$ cat src/rtl/l2_writeback_buffer.sv
// l2_writeback_buffer: line-granular write buffer between the L2 memory-side master and physical memory.
// Absorbs evictions, serves read hits, and drains lines in FIFO order when idle or full.
module l2_writeback_buffer #(
  parameter int DEPTH = 4
) (
  input  logic                         clk,
  input  logic                         rst_n,
  input  logic [11:0]                  up_adr,
  input  logic [127:0]                 up_dat_m,
  output logic [127:0]                 up_dat_s,
  input  logic                         up_we,
  input  logic                         up_stb,
  input  logic                         up_cyc,
  output logic                         up_ack,
  output logic                         up_rty,
  output logic [11:0]                  dn_adr,
  output logic [127:0]                 dn_dat_m,
  input  logic [127:0]                 dn_dat_s,
  output logic                         dn_we,
  output logic                         dn_stb,
  output logic                         dn_cyc,
  output logic [15:0]                  dn_sel,
  input  logic                         dn_ack,
  output logic [$clog2(DEPTH+1)-1:0]   occupancy,
  output logic                         full,
  output logic                         empty
);
  localparam int PW = $clog2(DEPTH);
  localparam int OW = $clog2(DEPTH + 1);
  typedef enum logic [1:0] {IDLE, DRAIN, DN_READ, ACK} state_t;
  state_t           state;
  logic [DEPTH-1:0] vld;
  logic [11:0]      adr_q [DEPTH];
  logic [127:0]     dat_q [DEPTH];
  logic [PW-1:0]    head, tail, hit_idx;
  logic             hit, req, start_drain;
  function automatic logic [PW-1:0] nxt(input logic [PW-1:0] p);
    return p == PW'(DEPTH - 1) ? '0 : p + 1'b1;
  endfunction
  assign req         = up_stb & up_cyc;
  assign up_rty      = req & ~up_ack;
  assign dn_cyc      = dn_stb;
  assign dn_sel      = 16'hFFFF;
  // a full-buffer write miss drains the oldest line, then the request is re-sampled
  assign start_drain = req ? (up_we & ~hit & full) : ~empty;
  always_comb begin
    hit     = 1'b0;
    hit_idx = '0;
    for (int i = 0; i < DEPTH; i++)
      if (vld[i] && adr_q[i] == up_adr) begin
        hit     = 1'b1;
        hit_idx = PW'(i);
      end
  end
  always_ff @(posedge clk or negedge rst_n)
    if (!rst_n) begin
      state     <= IDLE;
      vld       <= '0;
      head      <= '0;
      tail      <= '0;
      occupancy <= '0;
      full      <= 1'b0;
      empty     <= 1'b1;
      up_ack    <= 1'b0;
      up_dat_s  <= '0;
      dn_stb    <= 1'b0;
      dn_we     <= 1'b0;
      dn_adr    <= '0;
      dn_dat_m  <= '0;
      for (int i = 0; i < DEPTH; i++) begin
        adr_q[i] <= '0;
        dat_q[i] <= '0;
      end
    end else begin
      up_ack <= 1'b0;
      case (state)
        IDLE:
          if (start_drain) begin
            dn_stb   <= 1'b1;
            dn_we    <= 1'b1;
            dn_adr   <= adr_q[head];
            dn_dat_m <= dat_q[head];
            state    <= DRAIN;
          end else if (req) begin
            if (up_we && hit) begin
              dat_q[hit_idx] <= up_dat_m;
              up_ack         <= 1'b1;
              state          <= ACK;
            end else if (up_we) begin
              vld[tail]   <= 1'b1;
              adr_q[tail] <= up_adr;
              dat_q[tail] <= up_dat_m;
              tail        <= nxt(tail);
              occupancy   <= occupancy + 1'b1;
              full        <= occupancy == OW'(DEPTH - 1);
              empty       <= 1'b0;
              up_ack      <= 1'b1;
              state       <= ACK;
            end else if (hit) begin
              up_dat_s <= dat_q[hit_idx];
              up_ack   <= 1'b1;
              state    <= ACK;
            end else begin
              dn_stb <= 1'b1;
              dn_we  <= 1'b0;
              dn_adr <= up_adr;
              state  <= DN_READ;
            end
          end
        DRAIN:
          if (dn_ack) begin
            dn_stb    <= 1'b0;
            dn_we     <= 1'b0;
            vld[head] <= 1'b0;
            head      <= nxt(head);
            occupancy <= occupancy - 1'b1;
            full      <= 1'b0;
            empty     <= occupancy == OW'(1);
            state     <= IDLE;
          end
        DN_READ:
          if (dn_ack) begin
            dn_stb   <= 1'b0;
            up_dat_s <= dn_dat_s;
            up_ack   <= 1'b1;
            state    <= ACK;
          end
        default: state <= IDLE;
      endcase
    end
endmodule
$ cat config.mk
export PLATFORM = sky130hd
export DESIGN_NAME = l2_writeback_buffer
export DESIGN_NICKNAME = d
export VERILOG_FILES = /design/src/rtl/l2_writeback_buffer.sv
export SDC_FILE = /design/constraint.sdc
export NUM_CORES = 2
export LEC_CHECK = 0
export BUFFER_PORTS_ARGS = -buffer_cell sky130_fd_sc_hd__buf_2
export CELL_PAD_IN_SITES_DETAIL_PLACEMENT = 1
export CELL_PAD_IN_SITES_GLOBAL_PLACEMENT = 1
export CORE_AREA = 2 2 361 363
export CTS_BUF_LIST = sky130_fd_sc_hd__clkbuf_2
export DETAILED_ROUTE_END_ITERATION = 8
export DIE_AREA = 0 0 363 365
export GPL_ROUTABILITY_DRIVEN = 1
export HOLD_SLACK_MARGIN = 0.02
export PLACE_DENSITY = 0.64
export RECOVER_POWER = 50
export SYNTH_ARGS = -nofsm -noshare
export SYNTH_HDL_FRONTEND = slang
export SYNTH_SLANG_ARGS = --single-unit
$ cat constraint.sdc
create_clock -name clk -period 3.4 [get_ports clk]
set_clock_uncertainty 0.1 [all_clocks]
set_input_delay 0.68 -clock clk [delete_from_list [all_inputs] [get_ports clk]]
set_output_delay 0.68 -clock clk [all_outputs]
set_load 0.02 [all_outputs]
## Yosys cells after proc, flatten, opt, wreduce, memory -nomap -nowiden

Cells that the tools add are included.

- Bits in registers: 846
- Word-level logic and storage cells: 198
- Input port bits: 274

- $add $sub $neg: 4
- Reduce and logical (&&, ||, !) cells: 26
- Eq/ne operators: 26
- Order comparisons: 9
- Bitwise operators: 15
- Mux-type cells: 97

Operators by type and width:

| operator | count |
|---|---|
| $mux 128 | 12 |
| $bwmux 512 | 2 |
| $mux 512 | 2 |
| $bmux 128 s2 | 2 |
| $demux 128 s2 | 2 |
| $pmux 128 s2 | 1 |
| $mux 12 | 8 |
| $bwmux 48 | 1 |
| $eq 12x12->1 | 4 |
| $mux 1 | 37 |
| $bmux 12 s2 | 1 |
| $demux 12 s2 | 1 |
| $mux 4 | 5 |
| $ne 2x2->1 const B | 9 |
| $reduce_and 6->1 | 3 |
| $mux 2 | 8 |
| $mux 3 | 5 |
| $ne 3x3->1 const B | 4 |
| $pmux 1 s2 | 5 |
| $reduce_and 5->1 | 2 |
| $reduce_bool 2->1 | 5 |
| $ge 3x3->1 const B | 3 |
| $logic_and 1x1->1 | 9 |
| $not 2->3 | 3 |
| 26 further kinds | 43 |

## Logic depth before layout (Yosys ltp)

- Depth after elaboration: 15
- Depth in mapped cells: 11
- Depth with buffers taken out: 8

## Worst setup path before layout

No wires, ideal clock.

- Path type: input to register
- From: in up_adr[7]
- To: reg dn_dat_m[0]
- Required time: 3.172 ns
- Path slack: 0.357 ns
- Library setup time: 0.128 ns
- Data arrival time: 2.815 ns
- Cell stages on the path: 11
- Cells stage by stage: buf_4 xnor2_1 nand4_1 nor4_4 nor4_1 a41o_1 buf_2 nand2_1 buf_2 buf_4 mux2_1

- Cells in the longest elaborated chain, start to end: 11

RTL lines:

| element | RTL line | RTL |
|---|---|---|
| start, declared | 8 | `input logic [11:0] up_adr,` |
| $eq 12x12->1 | 50 | `if (vld[i] && adr_q[i] == up_adr) begin` |
| $logic_and 1x1->1 | 50 |  |
| $mux 1 (3 in series) | 50 |  |
| $mux 1 * | 50 |  |
| $not 1->1 * | 45 | `assign start_drain = req ? (up_we & ~hit & full) : ~empty;` |
| $and 1x1->1 * (2 in series) | 45 |  |
| $mux 1 * | 45 |  |
| $reduce_and 2->1 (no line) * | n/a |  |
| end signal, assigned | 82 | `dn_dat_m <= dat_q[head];` |
| end, declared | 17 | `output logic [127:0] dn_dat_m,` |

Every way passes the cells marked *; elsewhere a longest branch is shown, timed or not.
A chain may end at the register's enable or synchronous reset.

## Worst setup path in the final report

- From: reg adr_q[19] (netlist name)
- To: reg up_dat_s[121]

- Cells in the longest elaborated chain, start to end: 14

RTL lines:

| element | RTL line | RTL |
|---|---|---|
| start, declared | 33 | `logic [11:0] adr_q [DEPTH];` |
| start signal, assigned by index | 91 | `adr_q[tail] <= up_adr;` |
| $eq 12x12->1 * | 50 |  |
| $logic_and 1x1->1 * | 50 |  |
| $mux 2 (2 in series) | 50 |  |
| $not 2->3 (not written as such) | 100 | `up_dat_s <= dat_q[hit_idx];` |
| $bmux 128 s2 | 100 |  |
| $mux 128 (not written as such) (2 in series) | 100 |  |
| $mux 128 | 99 | `end else if (hit) begin` |
| $mux 128 | 89 | `end else if (up_we) begin` |
| $mux 128 | 85 | `if (up_we && hit) begin` |
| $mux 128 | 84 | `end else if (req) begin` |
| $mux 128 | 78 | `if (start_drain) begin` |
| $pmux 128 s2 | 76 | `case (state)` |
| end signal, assigned | 100 |  |
| end signal, assigned | 124 | `up_dat_s <= dn_dat_s;` |
| end, declared | 10 | `output logic [127:0] up_dat_s,` |

Every way passes the cells marked *; elsewhere a longest branch is shown, timed or not. The select of a mux whose other input is x is not followed.

==> flow_summary_export.csv <==
group,metric,value,unit
detailed_routing,drt-initial-drc-count,2396,
run,maxCapViolations,3,
worst_setup_path,rr_endpoint,"up_dat_s[121]",
power_and_ir_drop,p_comb_share,44.9,%
final_layout,drive_above_1_share,33.9,%
power_and_ir_drop,power.leakage,27.6,nW
place,numPortBuffers,551,
worst_setup_path,r2r.worst_path.cells,9,
synthesis,synth_warnings,0,
power_and_ir_drop,power.switching,18.6,mW
min_path,min-delay-path-class,"input port to register",
run_status,status,"complete, but fails checks",
timing,hold_viol,0,
worst_setup_path,crit_path_end_kind,"register",
timing,fin_tns_setup,0,ns
timing,setup_violations,0,
place,hpwlAfterDp,96900,um
power_and_ir_drop,seq_power_share,38.0,%
min_path,min_from,"dn_dat_s[3]",
run_status,violations,"capacitance limit, slew limit",
detailed_routing,drcViolationCount,0,
worst_setup_path,timing.rr.start,"adr_q[19]",
global_route,grt-ovfl-total,0,
clocking,cts_sinks,846,
clocking,h-tree-depth,4,
floorplanning,coreArea,129000,um2
worst_setup_path,path_max_fanout,85,
power_and_ir_drop,power,45.2,mW
synthesis,syn_area_per_cell,12.7,um2
clocking,cts_made_buffers,233,
clocking,cts_buffer_depth,3,
clocking,clockRootBuffer,"clkbuf_2",
floorplanning,fp-row-count,132,
synthesis,netlist.area_leader.share,51.7,%
synthesis,yosysMostFrequentCell,"dfrtp_1",
timing,relSlewSlack,-31.7,%
power_and_ir_drop,p_int,26.6,mW
floorplanning,die_w,363,um
timing,period_share,99.8,%
timing,fin_crit,3.39,ns
global_route,grt_pass1_vias,39067,
min_path,hold_end,"up_dat_s[3]",
timing,maxSlewViolCount,166,
global_route,grt_max_degree,131,
detailed_routing,via_per_inst,5.29,
clocking,clkTransAtPathRegs,0.12,ns
synthesis,post-synth-top-area-cell,"dfrtp_1",
detailed_routing,dr_total_vias,34888,
power_and_ir_drop,irDropWorstVdd,741,uV
power_and_ir_drop,p_per_area,790,nW/um2
global_route,grt_first_pass_wirelength,246000,um
detailed_routing,drtPass1Iterations,5,
detailed_routing,ant_nets,0,
timing,fmax,295,MHz
synthesis,synth_commonest_cells,"dfrtp_1, mux2_1, nand2_1, mux2_2, clkbuf_1",
final_layout,post-route-util,44.5,%
synthesis,syn-cell-area,40900,um2
synthesis,async_flop_share,100,%
floorplanning,die_h,365,um
floorplanning,start_util,31.8,%
synthesis,seq_area_frac_synth,51.8,%
timing,worstMarginPinSlew,1.98,ns
detailed_routing,wl,163000,um
floorplanning,ios,568,
final_layout,nets,5012,
synthesis,synth_cell_types,50,
worst_setup_path,critical_path_required,4.86,ns
synthesis,ys_ff_latch,846,
power_and_ir_drop,p_sw_share,41.1,%
clocking,clock_latency,1.75,ns
timing,finalHoldWorstSlack,0.313,ns
floorplanning,fp.dieArea,132000,um2
worst_setup_path,cp-start-kind,"register",
power_and_ir_drop,clkPwrFrac,17.1,%
worst_setup_path,startpoint,"adr_q[19]",
worst_setup_path,rrSetupSlack,0.008,ns
synthesis,synth_edf_count,0,
final_layout,areaGrowthSynthToFinish,39.9,%
place,place.gp.congestion,0.835,
global_route,antenna_found_initial,14,
worst_setup_path,critical_path_class,"register to register",
global_route,track_usage,24.1,%
clocking,tritoncts,"yes",
synthesis,netlist_instances,3222,
worst_setup_path,arrival,4.85,ns
synthesis,synthTopCellsByArea,"dfrtp_1, mux2_1, mux4_2, mux2_2, mux2_4",
detailed_routing,post_drt_wl_per_cell,24.7,um
synthesis,ys.flop_type,"dfrtp_1",
min_path,whs_path_depth,5,
[per-layer routing]
metal	vias up	share of wire, %	wire length, um	GRT usage (%)
li1	14934	-	-	-
met1	18435	42	67900	29.9
met3	325	5.5	9020	5.24
met2	1184	50	81200	41.2
met5	-	0.038	62	0
met4	10	3.1	5010	8.77
[worst max-delay path, cell delays in order, from the launching register on]
cell	delay, ns
dfrtp_1	0.42
xnor2_1	0.20
nand4_1	0.16
or4_4	0.62
buf_12	0.21
o21ai_0	0.32
a31oi_2	0.10
a211oi_1	0.30
dlygate4sd3_1	0.59
a21oi_1	0.07
[metrics by stage]
step | area (um2) | worst slack (ns) | cells
floorplan | 40900 | 0.357 | 3237
global placement | 47400 | -0.117 | 5432
detailed placement | 47400 | -0.134 | 5432
CTS | 57100 | -0.0596 | 6571
global route | 57200 | -0.0283 | 6595
finish | 57200 | 0.00843 | 6600
[power by group through the flow]
stage               Combinational (mW)  Clock, mW  Sequential [mW]
detailed placement                17.8          0             17.0
CTS                               19.5       7.87             16.9
global route                      21.6       8.51             17.6
finish                            20.3       7.72             17.2
global placement                  17.4          0             16.9
floorplan                         9.95          0             17.6
[registers in the layout, summed over array words and instances, names as in the netlist, 2 cells and up]
| name | flops |
|---|---|
| dn_adr | 12 |
| tail | 2 |
| vld | 4 |
| dn_dat_m | 128 |
| state | 2 |
| up_dat_s | 128 |
| dat_q | 512 |
| occupancy | 3 |
| head | 2 |
| adr_q | 48 |
[how the worst max path moves through the flow]
stage          slack [ns]             to  cells after the start
6_report            0.008  up_dat_s[121]                      9
5_1_grt             -0.03  up_dat_s[104]                     10
4_1_cts             -0.06         dn_cyc                      1
3_5_place_dp        -0.13     dat_q[155]                     13
3_3_place_gp        -0.12     dat_q[128]                     13
2_1_floorplan        0.36    dn_dat_m[0]                     11
[cells by family after synthesis]
family / after synthesis / share of synthesized area, %
other: 1 / 0.00918
DFF: 846 / 51.8
buffers and inverters: 301 / 3.68
adders and majority gates: 15 / 0.459
muxes: 841 / 28.1
AOI/OAI and AO/OA: 566 / 8.30
xor gates and xnor gates: 50 / 1.07
and+or+nand+nor: 602 / 6.60
[final cells by class]
class	count	area, um2
repair buffers	1539	13300
diodes	16	40.0
flip-flops and latches	846	21200
well taps	1675	2100
clock inverters	68	323
inverters	13	51.3
fillers	13804	71500
multi-input cells	2090	18500
clock buffers	353	1770
[what timing repair did]
item | 4_1_cts | 5_1_grt
gates resized for setup | 140 | 45
hold endpoints to repair | 1692 | 0
pin swaps | 0 | 11
endpoints found under the setup margin | 74 | 106
buffers inserted | 12 | 9
hold buffers | 706 | 0
gates cloned | 0 | 5
[placed cells by master, fill, tap and decap left out, types with 140 or more instances in the layout]
| master | instances |
|---|---|
| buf_2 | 481 |
| buf_4 | 170 |
| clkbuf_2 | 371 |
| dfrtp_1 | 838 |
| dlygate4sd3_1 | 704 |
| mux2_1 | 402 |
| mux2_2 | 172 |
| mux4_2 | 140 |
| nand2_1 | 293 |
| nor2_1 | 144 |
(Power assumes the default switching activity.)
